### config.mk
export PLATFORM = sky130hd
export DESIGN_NAME = clk_skew_stage
export DESIGN_NICKNAME = d
export VERILOG_FILES = /design/src/rtl/clk_skew_stage.sv
export SDC_FILE = /design/constraint.sdc
export NUM_CORES = 1
export LEC_CHECK = 0
export CORE_MARGIN = 3
export CORE_UTILIZATION = 30
export CTS_CLUSTER_DIAMETER = 100
export DETAILED_ROUTE_END_ITERATION = 8
export PLACE_DENSITY = 0.58
export SYNTH_ARGS = -nofsm -noshare
export SYNTH_HDL_FRONTEND = slang
export SYNTH_SLANG_ARGS = --single-unit
### constraint.sdc
create_clock -name clk -period 1.7 [get_ports clk]
set_input_delay 0.255 -clock clk [delete_from_list [all_inputs] [get_ports clk]]
set_output_delay 0.255 -clock clk [all_outputs]
set_load 0.01 [all_outputs]
### src/rtl/clk_skew_stage.sv
// Skewed sampling stage: delayed input capture into a 2-deep FIFO,
// plus an independent fixed-delay output drive path.
module clk_skew_stage #(
  parameter int WIDTH    = 8,
  parameter int IN_SKEW  = 2,
  parameter int OUT_SKEW = 1,
  parameter int CNT_W    = 8
) (
  input  logic             clk,
  input  logic             rst,
  input  logic             in_valid,
  input  logic [WIDTH-1:0] in_data,
  output logic             smp_valid,
  output logic [WIDTH-1:0] smp_data,
  input  logic             smp_ready,
  input  logic             drv_valid,
  input  logic [WIDTH-1:0] drv_data,
  output logic             out_valid,
  output logic [WIDTH-1:0] out_data,
  output logic [CNT_W-1:0] ovf_cnt,
  output logic             busy
);

  logic [IN_SKEW-1:0]  iv;
  logic [WIDTH-1:0]    id [IN_SKEW];
  logic [OUT_SKEW-1:0] ov;
  logic [WIDTH-1:0]    od [OUT_SKEW];

  logic [WIDTH-1:0]    mem [2];
  logic                wp;
  logic                rp;
  logic [1:0]          cnt;
  logic [CNT_W-1:0]    ovf_q;

  logic                tail_v;
  logic [WIDTH-1:0]    tail_d;
  logic                full;
  logic                pop;
  logic                push;
  logic                drop;

  // Input skew line; data zeroed on idle slots so it never leaks.
  always_ff @(posedge clk) begin
    if (rst) begin
      iv <= '0;
      for (int i = 0; i < IN_SKEW; i++)
        id[i] <= '0;
    end else begin
      iv[0] <= in_valid;
      id[0] <= in_valid ? in_data : '0;
      for (int i = 1; i < IN_SKEW; i++) begin
        iv[i] <= iv[i-1];
        id[i] <= id[i-1];
      end
    end
  end

  assign tail_v = iv[IN_SKEW-1];
  assign tail_d = id[IN_SKEW-1];

  assign full   = (cnt == 2'd2);
  assign pop    = smp_valid & smp_ready;
  assign push   = tail_v & (~full | pop);
  assign drop   = tail_v & full & ~pop;

  always_ff @(posedge clk) begin
    if (rst) begin
      mem[0] <= '0;
      mem[1] <= '0;
      wp     <= 1'b0;
      rp     <= 1'b0;
      cnt    <= 2'd0;
      ovf_q  <= '0;
    end else begin
      if (push) begin
        mem[wp] <= tail_d;
        wp      <= ~wp;
      end
      if (pop)
        rp <= ~rp;
      unique case ({push, pop})
        2'b10:   cnt <= cnt + 2'd1;
        2'b01:   cnt <= cnt - 2'd1;
        default: cnt <= cnt;
      endcase
      if (drop && (ovf_q != '1))
        ovf_q <= ovf_q + CNT_W'(1);
    end
  end

  assign smp_valid = (cnt != 2'd0);
  assign smp_data  = smp_valid ? mem[rp] : '0;
  assign ovf_cnt   = ovf_q;

  always_ff @(posedge clk) begin
    if (rst) begin
      ov <= '0;
      for (int i = 0; i < OUT_SKEW; i++)
        od[i] <= '0;
    end else begin
      ov[0] <= drv_valid;
      od[0] <= drv_valid ? drv_data : '0;
      for (int i = 1; i < OUT_SKEW; i++) begin
        ov[i] <= ov[i-1];
        od[i] <= od[i-1];
      end
    end
  end

  assign out_valid = ov[OUT_SKEW-1];
  assign out_data  = out_valid ? od[OUT_SKEW-1] : '0;

  assign busy = (|iv) | smp_valid | (|ov);

endmodule

Yosys cells after proc, flatten, opt, wreduce, memory -nomap -nowiden:

Memory sizes are Yosys's and may differ from the RTL's. A register that Yosys moved wholly into a read port is not among the register bits.
Index checks and enable logic that the tools add are counted.

* flip-flop bits (word level): 15
* latch bits: 0
* RAM bits: 40
* ROM bits: 0
* bits of input ports: 21
* output and inout port bits: 27
* word-level logic and storage cells: 55
* memories: 3

* $add $sub $neg: 3
* $mul: 0
* div/mod/pow operators: 0
* order comparisons: 0
* eq/ne operators: 4
* shift operators: 0
* mux-type cells: 20
* bitwise gates (word level): 13
* reduce and logical (&&, ||, !) cells: 6

Memories
* id: depth 2, bits a word 8, read ports 2, clocked after Yosys merged registers in 0, write ports 2, line 25 `logic [WIDTH-1:0] id [IN_SKEW];`
* mem: depth 2, bits a word 8, read ports 1, clocked after Yosys merged registers in 1, write ports 2, line 29 `logic [WIDTH-1:0] mem [2];`
* od: depth 1, bits a word 8, read ports 1, clocked after Yosys merged registers in 0, write ports 1, line 27 `logic [WIDTH-1:0] od [OUT_SKEW];`

Operator list (count)
* 2-to-1 mux 8 bit: 8
* OR reduction 8 bit: 2
* 2-to-1 mux 1 bit: 11
* adder 8 x 1 -> 8 bit (second input constant): 1
* != test 8 bit (second input constant): 1
* bitwise OR 1 bit: 5
* AND 1 bit: 4
* equality test 2 bit (second input constant): 2
* inverter 1 bit: 4
* one-hot mux 2 bit (2 select lines): 1
* nonzero test 2 bit: 2
* adder 2 x 1 -> 2 bit (second input constant): 1
* equality test 2 x 1 -> 1 bit (second input constant): 1
* OR reduction 2 bit: 1
* subtractor 2 x 1 -> 2 bit (second input constant): 1
* logical AND 1 bit: 1

Depth between registers and ports, before layout:

Gate-level depths: netlist (run 1).

* depth in word-level cells: 9
* depth in mapped cells: 7
* gate-level depth less buffers: 7

Worst setup path before layout (run 1):

No wires, ideal clock.

* path kind: reg-to-reg
* from: register cnt[1]
* to: register cnt[1]
* setup time: 70 ps
* data arrival time: 1650 ps
* required time: 1630 ps
* path slack: -21 ps
* stages on the path, launching flop included: 7
* buffers on the path: 0
* clock period less this slack: 1721 ps
* cell sequence: dfxtp_1 -> nor2_2 -> inv_1 -> and2_1 -> ha_1 -> or3_1 -> a21oi_1

* cells in the longest elaborated chain, start to end: 6
* elaborated cells between the ends (all ways): 12

Ends and longest elaborated chain
* start, declared: line 32 `logic [1:0] cnt;`
* start signal, assigned: line 82 `2'b10: cnt <= cnt + 2'd1;`
* start signal, assigned: line 83 `2'b01: cnt <= cnt - 2'd1;`
* start signal, assigned: line 84 `default: cnt <= cnt;`
* nonzero test 2 bit *: line 91 `assign smp_valid = (cnt != 2'd0);`
* via smp_valid: line 13 `output logic smp_valid,`
* AND 1 bit *: line 62 `assign pop = smp_valid & smp_ready;`
* via pop: line 38 `logic pop;`
* bitwise OR 1 bit: line 63 `assign push = tail_v & (~full | pop);`
* AND 1 bit: line 63
* equality test 2 x 1 -> 1 bit or equality test 2 bit (tied branches): line 81 `unique case ({push, pop})`
* one-hot mux 2 bit (2 select lines) or nonzero test 2 bit (tied branches)

The timed path passes the listed nets; every way through them passes the cells marked *.
A chain may end at the register's enable or synchronous reset.

Worst setup path after layout (run 1):

* from: register cnt[1]
* to: register cnt[1]

* cells in the longest elaborated chain, start to end: 6
* elaborated cells between the ends (all ways): 12

Ends and longest elaborated chain (line)
* nonzero test 2 bit *: 91
* AND 1 bit *: 62
* via pop: 38
* bitwise OR 1 bit: 63
* AND 1 bit: 63
* equality test 2 x 1 -> 1 bit or equality test 2 bit (tied branches): 81
* one-hot mux 2 bit (2 select lines) or nonzero test 2 bit (tied branches)

Marked as above.

==> results of run 1 <==
-- cell type report --
class	count	share of cell area [%]
clock buffer	5	2.33
clock inverter	3	0.934
inverter	1	0.127
multi-input combinational	123	28.0
sequential	56	43.7
tap	96	4.07
timing repair buffer	69	20.8
-- per-stage QoR --
step                      setup TNS [ns]  utilization [%]  std cells
after floorplan                        0                -        187
after global placement             -1.69             41.8        345
after detailed placement           -2.19             41.8        345
after CTS                              0             43.0        353
after global routing             -0.0327             43.2        353
final                                  0             43.2        353
-- timing repair --
action | CTS | global route
gates resized for setup | 24 | 5
endpoints found under the setup margin | 18 | 20
setup buffers | 0 | 0
-- per-layer routing --
metal  track usage, %  vias to the layer above
met3             3.92                        5
li1                 -                      764
met1             12.0                      631
met2             16.9                       34
met4             3.44                        0
met5                0                        -
-- layout by cell type, fill, tap and decap left out, types with 9 or more instances in the layout --
| master | synthesis | routed |
|---|---|---|
| and2_1 | 41 | 41 |
| buf_4 | 0 | 22 |
| clkdlybuf4s50_1 | 0 | 29 |
| dfxtp_1 | 40 | 36 |
| dlygate4sd2_1 | 0 | 16 |
| edfxtp_1 | 16 | 16 |
| mux2i_1 | 9 | 9 |
| nor2_1 | 16 | 16 |
| nor2b_1 | 12 | 12 |
-- worst max-delay path, stage by stage, from the launching register on --
cell and delay, ns:
dfxtp_2 0.35, nor2_4 0.12, inv_2 0.04, buf_4 0.12, and2_1 0.16, ha_1 0.29, or3_1 0.34, a21oi_1 0.14
-- power breakdown --
group	internal (W)	switching, W	leakage, nW	total (W)
clock	0.000303	0.000442	0.0463	0.000745
sequential	0.00143	0.0000375	0.495	0.00147
combinational	0.000215	0.000154	0.676	0.000369
-- flip-flops by register name, indices dropped and copies added, names as in the netlist, named ones only --
| signal | cells |
|---|---|
| id | 16 |
| iv | 2 |
| mem | 16 |
| wp | 1 |
| cnt | 2 |
| rp | 1 |
| ovf_cnt | 8 |
| od | 8 |
| out_valid | 1 |
-- kinds of logic after synthesis --
family	after synthesis	synth area share, %
buffers and inverters	8	1.76
AND/OR/NAND/NOR	93	26.6
adder cells (fa/ha/maj)	2	1.17
AO/OA/AOI/OAI	14	4.05
XOR/XNOR	5	2.05
flip-flops	56	60.1
multiplexers	9	4.23
-- worst min-delay path by stage --
stage	end	depth (start not counted)
2_1_floorplan	id[0][0]	1
3_3_place_gp	id[0][13]	1
3_5_place_dp	id[0][11]	1
4_1_cts	id[0][11]	1
5_1_grt	id[0][12]	1
6_report	id[0][12]	1
==> run metrics, run 1 <==
outcome complete, no violations; synthesized flop and latch total 56; PortBufs 47; max-cap violations 0; Die Y 90.3 µm; Core Region 0.00683 mm²; final net count 279; # fillers 691; Hold Path Class reg2reg; Max Clk Rate 0.614 GHz; Tot Pwr 0.00258 W; number of clock buffers inserted by TritonCTS 5; CTS Hold Bufs 0; setup repair after global routing missed its margin yes; drt first-iter violations 32; Synth top cells by count and2_1 (41), dfxtp_1 (40), edfxtp_1 (16), nor2_1 (16), nor2b_1 (12); Hold Vio Cnt, Final 0; multi-input logic area 826 µm²; RR Startpoint cnt[1]; vias in the first global route 1475; WP data arrival 1.87 ns; CTS tree built; Synth Net Count 210; initial antenna violation count 0; register area 0.00129 mm²; Clock Skews 0.00452 ns; Yosys warnings 0; Cells after Synth 187; maximum fanout along the worst path 2; Max Used Layer met4; num rows 30; Async S/R FF share, synth 0%; worst reg2reg path depth 7; Max Slew Vio Count 0; pwr dens 876 mW/mm²; pre-CTS WS -0.135 ns; Critical R2R Capture cnt[1]; Worst Max-Slew Pin Slew 0.339 ns; clock root buffer clkbuf_8; Avg Vias per Cell 4.06; Die ar. 0.00815 mm²; Worst Path Required 1.94 ns; # IOs 48; Critical Path Source cnt[1]; DR vias 1434; final instance area 0.00295 mm²; top-area cell type share of the netlist area 37.6%; Post-Syn Area per Cell 11.4 µm²; hold path startpoint id[0][4]; CTS Sinks 56; post-synth cell types 35; most numerous cell in the Yosys netlist and2_1; Die X 90.3 µm; later-pin clock latency in the skew report 0.30 ns; Critical Path Sink Type flop; # setup viols final 0; maximum VDD drop 0.366 mV; Clock Pin Slew Worst Setup and Hold Paths 0.10 ns; pin count of the biggest net entering global routing 20; ANT cells 0; CTS H-tree lvls 2; area leader, netlist dfxtp_1; first-pass GRT wire length 6790 µm; dpl hpwl 2950 µm; share of cells above drive strength 1 16.7%; Pre-antenna DRT Iters 4; DRT met1 WL 1770 µm; layout overhead on the synthesized area 38.3%; Critical Path End cnt[1]; kind of critical path reg2reg; setup slack after layout 0.0719 ns; GRT overflow 0; final worst path period share 95.8%; hold slack 0.444 ns; Startpoint Class flop; Met2 Wirelength 1790 µm; All-Layer GR Usage 10.1%; Leakage 1.22 nW; sequential area share after synthesis 60.1%; Slew Limit Headroom 77.3%; largest cells by area after synthesis dfxtp_1 (38%), edfxtp_1 (23%), and2_1 (12%), mux2i_1 (4.2%), nor2b_1 (3.5%); Final Critical Period 1.63 ns; Post-Synthesis Cell Area 0.00213 mm²; EDFF count, synth 16; met3 routed WL 246 µm; average routed wire per standard cell 10.9 µm; Max Root-Sink Buffers 2; Initial Util 31.2%; Detail Route Antenna Nets 0; DRC 0; r2r setup slk 0.07 ns; WL final 3870 µm; Placement Cell Area 0.00286 mm²; prevailing post-synth register cell dfxtp_1; Placer Congestion 0.741
Note: power is estimated with default switching activity, not from simulation.
==> inputs of run 2 (changes only) <==
--- a/constraint.sdc
+++ b/constraint.sdc
@@ -3,2 +3,2 @@
 set_output_delay 0.255 -clock clk [all_outputs]
-set_load 0.01 [all_outputs]
+set_load 0.1 [all_outputs]
==> run metrics, run 2 (same netlist as run 1, synthesis figures left out) <==
outcome finished, violations left; failing checks setup timing; initial antenna violation count 0 (unchanged); fin util 47.7% (+4.5 points); maximum fanout along the worst path 2 (unchanged); maximum VDD drop 0.369 mV (+0.81%); Tot Pwr 0.00305 W (+18%); first-pass GRT wire length 7090 µm (+4.5%); Hold Vio Cnt, Final 0 (unchanged); # fillers 641 (-7.2%); Die Y 90.3 µm (unchanged); Worst Path Required 1.44 ns (-0.50 ns); Clock Skews 0.0105 ns (+0.00598 ns); later-pin clock latency in the skew report 0.31 ns (about the same); final net count 272 (-2.5%); most common cell after layout, fill and taps aside and2_1; CTS H-tree lvls 2 (unchanged); DR vias 1489 (+3.8%); DRC 0 (unchanged); Max Clk Rate 0.561 GHz (-8.7%); Critical Path Sink Type primary output; clock root buffer clkbuf_8; average routed wire per standard cell 11.4 µm (+4.4%); Max Slew Vio Count 0 (unchanged); CTS tree built; All-Layer GR Usage 10.7% (+0.60 points); layout overhead on the synthesized area 52.7%; Startpoint Class flop; Max Root-Sink Buffers 2 (unchanged); WHS Endpoint id[0][13]; Slew Limit Headroom 69.2% (-8.1 points); # IOs 48 (unchanged); hold path startpoint id[0][5]; multi-input logic area 875 µm² (+5.9%); Placer Congestion 0.771 (+4.1%); max incr delay on CP 0.45 ns (+0.10 ns); Die ar. 0.00815 mm² (unchanged); Critical R2R Capture cnt[1]; crit path cell chain nor2_4 -> clkinvlp_4 -> or4_4 -> buf_12; number of clock buffers inserted by TritonCTS 5 (unchanged); Pre-antenna DRT Iters 4 (unchanged); Clock Pin Slew Worst Setup and Hold Paths 0.11 ns (about the same); total negative slack -0.0826 ns (-0.0826 ns); num rows 30 (unchanged); # setup viols final 1 (+1); Detail Route Antenna Nets 0 (unchanged); Initial Util 31.2% (unchanged); Hold Path Class reg2reg; Worst Max-Slew Pin Slew 0.461 ns (+0.122 ns); Die X 90.3 µm (unchanged); r2r setup slk 0.03 ns (-0.04 ns); vias in the first global route 1492 (+1.2%); Leakage 1.23 nW (+0.68%); WL final 3960 µm (+2.3%); drt first-iter violations 53 (+66%); PortBufs 47 (unchanged); CTS Hold Bufs 0 (unchanged); setup repair after global routing missed its margin yes; ANT cells 0 (unchanged); register area 0.00131 mm² (+1.4%); most frequent cells in the layout and2_1 (32), dfxtp_1 (28), buf_12 (27); biggest regs id (16), mem (16); GRT overflow 0 (unchanged); Final Critical Period 1.78 ns (+0.154 ns); pwr dens 936 mW/mm² (+6.9%); share of cells above drive strength 1 35.6% (+19 points); CP max-delay cell or4_4; WP data arrival 1.53 ns (-0.34 ns); kind of critical path reg2out; Avg Vias per Cell 4.30 (+5.9%); dpl hpwl 3010 µm (+2.0%); setup slack after layout -0.0826 ns (-0.154 ns); worst reg2reg path depth 8 (+1); Worst Hold Depth 1 (unchanged); pin count of the biggest net entering global routing 20 (unchanged); Core Region 0.00683 mm² (unchanged); max-cap violations 0 (unchanged); final worst path period share 105% (+9.1 points); pre-CTS WS -0.138 ns (-0.00292 ns); RR Startpoint cnt[0]; CTS Sinks 56 (unchanged); hold slack 0.441 ns (-0.00325 ns)
==> run 2: final cells by class <==
class / count / share of cell area [%]
clock inverter: 3 / 0.769
tap: 96 / 3.69
sequential: 56 / 40.1
inverter: 1 / 0.231
timing repair buffer: 62 / 26.2
multi-input combinational: 123 / 26.9
clock buffer: 5 / 2.11
==> run 2: report_power, final <==
group	internal (W)	switching, W
clock	0.000301	0.000443
sequential	0.00143	0.0000421
combinational	0.000350	0.000483
==> run 2: how the worst max path moves through the flow <==
stage          startpoint        end  slack, ns  depth (start not counted)
4_1_cts            cnt[1]       busy       -0.1                          4
5_1_grt            cnt[0]       busy      -0.12                          4
3_3_place_gp    smp_ready  mem[0][1]      -0.11                          5
2_1_floorplan      cnt[0]     cnt[1]      -0.49                          7
3_5_place_dp    smp_ready  mem[0][4]      -0.14                          5
6_report           cnt[0]       busy      -0.08                          4
==> run 2: worst max-delay path: cells and delay by family, from the launching register on <==
family / cells / cell delay [ns]
buffers and inverters: 2 / 0.28
and+or+nand+nor: 2 / 0.58
DFF: 1 / 0.36
==> run 2: per-layer routing <==
metal / part of all wire [%] / global-route usage, %
met1: 43 / 13.3
met2: 49 / 17.7
met3: 7.0 / 3.83
met4: 1.1 / 3.06
met5: 0 / 0
==> run 2: per-stage QoR <==
step | cells | instance area (µm²)
2_1_floorplan | 187 | 2210
3_3_place_gp | 333 | 3110
5_1_grt | 346 | 3260
4_1_cts | 344 | 3230
3_5_place_dp | 333 | 3110
6_report | 346 | 3260
==> run 2: timing repair <==
item	CTS	global route
pin swaps	1	1
resized for setup	3	2
buffers inserted	3	2
endpoints found under the hold margin	0	0
endpoints found under the setup margin	9	18
==> inputs of run 3 (changes only) <==
- GPL_TIMING_DRIVEN: default -> 0
==> run metrics, run 3 (same netlist as run 1, synthesis figures left out) <==
outcome finished, violations left; failing checks setup timing; number of clock buffers inserted by TritonCTS 5 (unchanged); Final Critical Period 1.79 ns (+0.00997 ns); later-pin clock latency in the skew report 0.31 ns (about the same); Avg Vias per Cell 4.32 (+0.28%); Critical Path Sink Type primary output; setup slack after layout -0.0925 ns (-0.00997 ns); most common cell after layout, fill and taps aside and2_1; Leakage 1.10 nW (-9.9%); maximum VDD drop 0.369 mV (+0.23%); share of cells above drive strength 1 32.9% (-2.7 points); ANT cells 0 (unchanged); Critical R2R Capture cnt[1]; Core Region 0.00683 mm² (unchanged); WHS Endpoint id[0][9]; num rows 30 (unchanged); Max Clk Rate 0.558 GHz (-0.56%); layout overhead on the synthesized area 35.6%; final instance area 0.00289 mm² (-11%); hold path startpoint rst; Placer Congestion 0.793 (+2.8%); first-pass GRT wire length 7000 µm (-1.4%); CTS Sinks 56 (unchanged); max-cap violations 0 (unchanged); WP data arrival 1.54 ns (about the same); vias in the first global route 1477 (-1.0%); final worst path period share 105% (+0.59 points); PortBufs 46 (-2.1%); Die Y 90.3 µm (unchanged); WL final 4160 µm (+5.1%); CTS tree built; Slew Limit Headroom 63.0% (-6.3 points); GRT overflow 0 (unchanged); biggest regs id (16), mem (16); DRC 0 (unchanged); hold slack 0.385 ns (-0.0563 ns); maximum fanout along the worst path 4 (+2); most frequent cells in the layout and2_1 (32), dfxtp_1 (28), clkdlybuf4s50_1 (19); Hold Vio Cnt, Final 0 (unchanged); pin count of the biggest net entering global routing 19 (-5.0%); Startpoint Class flop; Worst Max-Slew Pin Slew 0.558 ns (+0.0977 ns); Clock Skews 0.00648 ns (-0.00403 ns); DR vias 1463 (-1.7%); Hold Path Class in2reg; Detail Route Antenna Nets 0 (unchanged); final net count 265 (-2.6%); average routed wire per standard cell 12.3 µm (+7.3%); Worst Hold Depth 2 (+1); # setup viols final 1 (unchanged); RR Startpoint cnt[0]; Initial Util 31.2% (unchanged); fin util 42.3% (-5.3 points); max incr delay on CP 0.45 ns (about the same); initial antenna violation count 0 (unchanged); Max Root-Sink Buffers 2 (unchanged); CP max-delay cell or4_4; Placement Cell Area 0.00279 mm² (-10%); Pre-antenna DRT Iters 4 (unchanged); # IOs 48 (unchanged); pwr dens 1000 mW/mm² (+6.9%); Die ar. 0.00815 mm² (unchanged); kind of critical path reg2out; Clock Pin Slew Worst Setup and Hold Paths 0.10 ns (about the same); clock root buffer clkbuf_8; CTS H-tree lvls 2 (unchanged); Max Slew Vio Count 0 (unchanged); Die X 90.3 µm (unchanged); dpl hpwl 2920 µm (-2.8%); r2r setup slk 0.07 ns (+0.04 ns); Worst Path Required 1.44 ns (about the same); crit path cell chain nor2_4 -> clkinvlp_4 -> or4_4 -> buf_12; All-Layer GR Usage 10.7% (-0.044 points); drt first-iter violations 40 (-25%); setup repair after global routing missed its margin yes; worst reg2reg path depth 8 (unchanged)
==> run 3: worst max-delay path, delay by kind of cell, from the launching register on <==
kind	cells	cell delay, ns
buf+inv	2	0.28
flops	1	0.37
simple gates	2	0.58
==> run 3: how the worst max path moves through the flow <==
stage | startpoint | to | slack (ns) | depth (start not counted)
floorplan | cnt[0] | cnt[1] | -0.49 | 7
global placement | cnt[0] | busy | -0.90 | 4
detailed placement | cnt[0] | busy | -0.91 | 4
CTS | cnt[1] | busy | -0.13 | 4
global route | cnt[0] | busy | -0.14 | 4
finish | cnt[0] | busy | -0.09 | 4
==> run 3: where the power goes <==
part           switching, W  internal (W)
Sequential        0.0000458       0.00143
Clock              0.000430      0.000296
Combinational      0.000463      0.000229
Total              0.000938       0.00196
==> run 3: cell type report <==
type                    count  area (µm²)
multi-input cells         123         893
fillers                   692        3940
clock buffers               5        68.8
flip-flops and latches     56        1310
plain buffers               6        30.0
well taps                  96         120
clock inverters             3        22.5
inverters                   1        7.51
repair buffers             49         439
==> run 3: what timing repair did <==
action / in CTS / in global routing
pin swaps: 1 / 1
endpoints found under the setup margin: 53 / 11
resized for setup: 134 / 4
setup buffers: 1 / 2
hold buffers: 0 / 0
endpoints found under the hold margin: 0 / 0
==> run 3: metal layers <==
metal	vias to the layer above	share of wire, %	track usage, %
met3	6	5.1	3.67
li1	741	-	-
met4	0	1.3	3.44
met5	-	0	0
met1	682	44	12.3
met2	34	50	18.7
==> run 3: per-stage QoR <==
step                      std cells  setup TNS (ns)  total power, W  setup WS (ns)
after detailed placement        329          -22.57         0.00217         -0.909
after floorplan                 187           -2.68         0.00200         -0.490
after CTS                       337          -0.131         0.00292         -0.131
after global routing            339          -0.148         0.00303         -0.138
final                           339         -0.0925         0.00289        -0.0925
after global placement          329          -22.23         0.00217         -0.896
